[config.mk]
export PLATFORM = sky130hd
export DESIGN_NAME = branch_predictor
export DESIGN_NICKNAME = d
export VERILOG_FILES = /design/src/rtl/branch_predictor.sv
export SDC_FILE = /design/constraint.sdc
export NUM_CORES = 1
export LEC_CHECK = 0
export BUFFER_PORTS_ARGS = -buffer_cell sky130_fd_sc_hd__buf_2
export CAP_MARGIN = 15
export CORE_ASPECT_RATIO = 2
export CORE_MARGIN = 2
export CORE_UTILIZATION = 50
export CTS_CLUSTER_SIZE = 16
export DETAILED_ROUTE_END_ITERATION = 16
export PLACE_DENSITY_LB_ADDON = 0.05
export SETUP_SLACK_MARGIN = 0.15
export SYNTH_ARGS = -nofsm -noshare
export SYNTH_HDL_FRONTEND = slang
export SYNTH_SLANG_ARGS = --single-unit
[constraint.sdc]
create_clock -name clk -period 10.6 [get_ports clk]
set_input_delay 0.53 -clock clk [delete_from_list [all_inputs] [get_ports clk]]
set_output_delay 0.53 -clock clk [all_outputs]
set_load 0.01 [all_outputs]
[src/rtl/branch_predictor.sv]
// Direct-mapped BTB with 2-bit saturating direction counters: zero-latency fetch
// lookup, execute-stage mispredict detection, table training and perf counters.
module branch_predictor #(
    parameter int ENTRIES = 16,
    parameter int XLEN    = 32
) (
    input  logic            clk,
    input  logic            rst,
    input  logic [XLEN-1:0] F_PC,
    output logic            F_PredTaken,
    output logic [XLEN-1:0] F_PredTarget,
    input  logic            E_Valid,
    input  logic            E_Branch,
    input  logic            E_Jump,
    input  logic            E_PCSrc,
    input  logic [XLEN-1:0] E_PC,
    input  logic [XLEN-1:0] E_Target,
    input  logic            E_PredTaken,
    input  logic [XLEN-1:0] E_PredTarget,
    output logic            E_Mispredict,
    output logic [XLEN-1:0] E_RedirectPC,
    output logic [31:0]     branch_cnt,
    output logic [31:0]     mispred_cnt
);

    localparam int IDX  = $clog2(ENTRIES);
    localparam int TAGW = XLEN - IDX - 2;

    logic [ENTRIES-1:0] valid_q;
    logic [ENTRIES-1:0] is_jump_q;
    logic [1:0]         ctr_q    [ENTRIES];
    logic [TAGW-1:0]    tag_q    [ENTRIES];
    logic [XLEN-1:0]    target_q [ENTRIES];

    logic [IDX-1:0]  f_idx;
    logic [TAGW-1:0] f_tag;
    logic            f_hit;
    logic [IDX-1:0]  e_idx;
    logic [TAGW-1:0] e_tag;
    logic            e_hit;
    logic            ctl;

    // PC bits [1:0] never index or tag the table
    logic unused_pc_bits;
    assign unused_pc_bits = ^{F_PC[1:0], E_PC[1:0]};

    assign f_idx = F_PC[IDX+1:2];
    assign f_tag = F_PC[XLEN-1:IDX+2];
    assign f_hit = valid_q[f_idx] && (tag_q[f_idx] == f_tag);

    assign e_idx = E_PC[IDX+1:2];
    assign e_tag = E_PC[XLEN-1:IDX+2];
    assign e_hit = valid_q[e_idx] && (tag_q[e_idx] == e_tag);

    assign ctl = E_Valid && (E_Branch || E_Jump);

    assign F_PredTaken  = f_hit && (is_jump_q[f_idx] || ctr_q[f_idx][1]);
    assign F_PredTarget = F_PredTaken ? target_q[f_idx] : '0;

    always_comb begin
        E_Mispredict = 1'b0;
        if (ctl) begin
            E_Mispredict = (E_PCSrc != E_PredTaken) ||
                           (E_PCSrc && E_PredTaken && (E_Target != E_PredTarget));
        end else if (E_Valid && E_PredTaken) begin
            E_Mispredict = 1'b1;
        end
    end

    assign E_RedirectPC = (ctl && E_PCSrc) ? E_Target : (E_PC + XLEN'(4));

    always_ff @(posedge clk) begin
        if (rst) begin
            valid_q     <= '0;
            branch_cnt  <= '0;
            mispred_cnt <= '0;
            for (int i = 0; i < ENTRIES; i++) begin
                ctr_q[i] <= 2'b01;
            end
        end else begin
            if (ctl) begin
                if (e_hit) begin
                    if (E_PCSrc) begin
                        if (E_Jump || ctr_q[e_idx] == 2'b11) begin
                            ctr_q[e_idx] <= 2'b11;
                        end else begin
                            ctr_q[e_idx] <= ctr_q[e_idx] + 2'd1;
                        end
                    end else if (!is_jump_q[e_idx] && ctr_q[e_idx] != 2'b00) begin
                        ctr_q[e_idx] <= ctr_q[e_idx] - 2'd1;
                    end
                end else if (E_PCSrc) begin
                    valid_q[e_idx] <= 1'b1;
                    ctr_q[e_idx]   <= E_Jump ? 2'b11 : 2'b10;
                end
            end else if (E_Valid && E_PredTaken && e_hit) begin
                // a non-control instruction was predicted taken: drop the aliasing entry
                valid_q[e_idx] <= 1'b0;
            end

            if (ctl && branch_cnt != '1) begin
                branch_cnt <= branch_cnt + 32'd1;
            end
            if (E_Mispredict && mispred_cnt != '1) begin
                mispred_cnt <= mispred_cnt + 32'd1;
            end
        end
    end

    // tag/target/kind are only meaningful behind valid, so they carry no reset
    always_ff @(posedge clk) begin
        if (!rst && ctl && E_PCSrc) begin
            tag_q[e_idx]     <= e_tag;
            target_q[e_idx]  <= E_Target;
            is_jump_q[e_idx] <= E_Jump;
        end
    end

endmodule

Word-level counts from Yosys, hierarchy flattened
Memory sizes are Yosys's and may differ from the RTL's.
Cells that the tools add are included.
{ "word_totals": {"register_bits": 96, "ram_bits": 960, "inputBits": 135, "out_inout_bits": 130, "memories": 3} }
{ "classes": {"add_sub_neg": 5, "magnitude_cmp": 3, "eq_ne": 9, "muxes": 53, "bitwise": 6, "n_reduce_logical": 25} }
{ "mem_list": {"columns": ["memory", "words", "width", "read_ports", "rd_clocked_by_memory_dff", "write_ports", "line_no", "rtl"], "rows": [
  ["target_q", 16, 32, 1, 0, 1, "33", "logic [XLEN-1:0] target_q [ENTRIES];"],
  ["tag_q", 16, 26, 2, 0, 1, "32", "logic [TAGW-1:0] tag_q [ENTRIES];"],
  ["ctr_q", 16, 2, 2, 0, 16, "31", "logic [1:0] ctr_q [ENTRIES];"]
]} }
{ "op_table": {"columns": ["op", "count"], "rows": [
  ["$add A32 B1 Y32 const B", 2],
  ["$mux W16", 4],
  ["$mux W32", 2],
  ["$ne A32 B32 Y1 const B", 2],
  ["$eq A26 B26 Y1", 2],
  ["$mux W1", 36],
  ["$add A32 B3 Y32 const B", 1],
  ["$ne A32 B32 Y1", 1],
  ["$and A16 B16 Y16", 1],
  ["$bmux W1 S4", 4],
  ["$bwmux W16", 1],
  ["$not A16 Y16", 1],
  ["$or A16 B16 Y16", 1],
  ["$logic_and A1 B1 Y1", 15],
  ["$lt A4 B5 Y1 const B", 2],
  ["$mux W2", 4],
  ["$demux W1 S4", 1],
  ["$ge A4 B1 Y1 const B", 1],
  ["$logic_or A1 B1 Y1", 4],
  ["$mux W4", 1],
  ["$ne A2 B2 Y1 const B", 2],
  ["$reduce_bool A2 Y1", 2],
  ["$or A1 B1 Y1", 3],
  ["$reduce_and A3 Y1", 1],
  ["6 further kinds", 7]
]} }

Longest topological paths before layout
{ "depth": {"depth_word": 14, "depth_mapped": 18, "mapped_depth_nobuf": 11} }

Worst setup path after synthesis
OpenSTA, ideal clock, no wires.
{ "synth_path": {"kind": "input port to flip-flop", "start": "input E_PC[2]", "end": "register is_jump_q[2], enable pin", "setup_time_ps": 478, "arrival_time_ps": 4552, "t_required_ps": 10122, "path_slack_ps": 5571, "path_stages": 11, "path_cell_list": "buf_6 buf_6 buf_6 buf_4 buf_4 buf_2 inv_1 ha_1 clkbuf_2 nand2_1 nor2_1"} }
{ "synth_lines": {"columns": ["item", "line_no", "rtl"], "rows": [
  ["start, declared", "16", "input logic [XLEN-1:0] E_PC,"],
  ["end signal, assigned by index", "115", "is_jump_q[e_idx] <= E_Jump;"],
  ["end, declared", "30", "logic [ENTRIES-1:0] is_jump_q;"]
]} }

Worst setup path in the final report
{ "layout_path": {"start": "input E_PC[4]", "end": "output E_RedirectPC[29]"} }
{ "layout_between": {"elab_chain_cells": 2} }
{ "layout_lines": {"columns": ["item", "line_no", "rtl"], "rows": [
  ["$add A32 B3 Y32", "70", "assign E_RedirectPC = (ctl && E_PCSrc) ? E_Target : (E_PC + XLEN'(4));"],
  ["$mux W32", "70", null],
  ["end, declared", "21", "output logic [XLEN-1:0] E_RedirectPC,"]
]} }
No other way between the ends.

==> impl_metrics.toml <==
[clocking]
cts_tree = "built"
root_buffer = "clkbuf_16"
ctsHoldBuffers = 0
cts_htree_levels = 3
post_cts_buffers = 0
cts-resized-gates = 0
clock_latency_ps = 710
cts_sinks = 1056
cts_buffer_depth = 3
clk_pin_slew_worst_paths_ps = 70
cts_made_buffers = 93

[final_layout]
area_growth_pct = 12.3
final_common_cell = "edfxtp_1"
final_nets = 2963
final_util_pct = 56.5
fin_area_um2 = 52400
mostFrequentLayoutCells = "edfxtp_1, mux4_2, buf_2"
layout-drive-gt1-share_pct = 30.6

[floorplanning]
rows = 158
dieArea_um2 = 96000
die_x_um = 220
dieHeight_um = 436
core-area_um2 = 92700
initial_utilization_pct = 50.3
top_level_ports = 265

[placement]
portBuffers = 262
placed_area_um2 = 49300
place_congestion = 0.869
place.detailed.hpwl_um = 82600

[detailed_routing]
drt_wl_total_um = 136000
drtIter0Drc = 2679
postRouteAntennaNets = 0
drc = 0
wl_per_cell_um = 33.2
vias = 26650
dr.pass1.iters = 6
routed_via_density = 6.50

[critical_path]
path_max_fanout = 23
cp.required_ps = 10070
crit_path_cell_trace = "buf_2, buf_4, buf_4, and2_1, nand3_1, nor4_1, nand2b_1, nor2_1, nand4_1, xor2_1, a21oi_1, buf_2"
crit_slowest_cell = "and2_1"
cp_top_family = "simple AND/OR/NAND/NOR gates"
crit_type = "in -> out"
slowest_delay_ps = 630
path_buf_inv = 4
startpoint_type = "primary input"
cp.arrival_ps = 5100
cp-end-kind = "output port"

[yosys]
syn_area_um2 = 46700
async_flop_share_pct = 0
ys_seq_area_share_pct = 66.2
syn_area_per_cell_um2 = 18.1
yosys_register_bits = 1056
synthCells = 2573
ys_warn_count = 0
syn_nets = 2717
synth_cell_types = 60
synthFlopType = "edfxtp_1"
synth_edf_count = 976

[sta]
period_share_pct = 53.1
finClkSkew_ps = 24.3
worst_pin_slew_ps = 1200
maxSlewViolCount = 0
rsz0062_at_grt = "false"
setup_viol = 0
hold_violations = 0
setup-tns-final_ps = 0
max_freq_mhz = 178
period_needed_ps = 5630
slew_headroom_pct = 20.0

[grt]
grt_max_degree = 116
grt_overflow = 0
grt_pass1_wl_um = 195000
antenna_found_initial = 15
track_usage_pct = 28.8
grt_pass1_vias = 28065

[worst_hold_path]
hp-class = "in -> reg"

[outcome]
status = "complete, no violations"

[power_and_ir_drop]
leakage_nw = 17.2
irDropWorstVdd_uv = 133
power_density_nw_per_um2 = 165

[run]
drv_cap = 0
-- per-layer routing --
layer  global-route usage [%]  wire length (um)  part of all wire [%]
met2                     48.7             70000                    51
met1                     36.8             50700                    37
met5                        0               114                 0.084
met3                     4.12              9300                   6.8
met4                     13.2              6220                   4.6
-- Yosys cell counts (10+ instances only) --
cell type    n  area share (%)
nor2_1     128             1.0
buf_1       29            0.23
buf_4       10            0.16
o211ai_1    11            0.18
nand2b_1    11            0.15
and3_1      50            0.67
a21oi_1     50            0.54
mux2i_1     87             1.9
xnor2_1    105             2.0
mux2_2      16            0.39
nor2b_1     29            0.39
nand2_1     79            0.64
buf_6       12            0.29
clkbuf_1   103            0.83
nor3_1      32            0.34
dfxtp_1     80             3.4
mux4_2     381              18
edfxtp_1   976              63
o21ai_0     46            0.49
nand3_1     50            0.54
nor4_1      15            0.20
nand4_1     41            0.55
a22oi_1     30            0.48
a2bb2oi_1   16            0.30
inv_1       16            0.13
o21bai_1    16            0.26
xor2_1      51            0.96
-- cell type report --
class | instances | area [um^2]
Antenna cell | 5 | 12.5
Clock buffer | 118 | 2630
Clock inverter | 56 | 408
Fill cell | 7209 | 40300
Inverter | 17 | 63.8
Multi-Input combinational cell | 1334 | 15100
Sequential cell | 1056 | 30900
Tap cell | 1200 | 1500
Timing Repair Buffer | 317 | 1810
-- cell families after synthesis --
family          Yosys count  share of synthesized area, %
mux                     484                          20.6
fa+ha+maj                 9                         0.241
flops                  1056                          66.2
simple gates            480                          5.32
buf+inv                 183                          1.78
compound gates          205                          2.89
xor+xnor                156                          2.93
-- sequential cells by signal (all words and copies together), names as in the netlist, named ones only --
name and cells:
mispred_cnt 32, ctr_q 32, is_jump_q 16, branch_cnt 32, tag_q 416, target_q 512
-- final timing paths --
path                                 startpoint                to  slack, ps  cells after the start
worst max-delay path                    E_PC[4]  E_RedirectPC[29]       4970                     12
worst min-delay path               E_Target[12]   target_q[1][12]        260                      1
worst max register to register     tag_q[3][10]      ctr_q[14][1]       6410                      9
worst min register to register  mispred_cnt[21]   mispred_cnt[21]        520                      2
-- where the power goes --
group | internal (mW) | switching (mW)
sequential | 4.57 | 0.0122
clock | 1.86 | 1.56
combinational | 0.260 | 0.389
total | 6.70 | 1.96
-- per-stage QoR --
step / std cells / worst slack, ps / total power, mW / hold slack (ps)
finish: 4103 / 4970 / 8.66 / 263
global route: 4099 / 4700 / 8.90 / 244
CTS: 4097 / 4990 / 8.72 / 215
detailed placement: 3923 / 4730 / 5.33 / 508
global placement: 3922 / 4800 / 5.32 / 482
floorplan: 2573 / 5570 / 5.06 / 510
(Power assumes the default switching activity.)
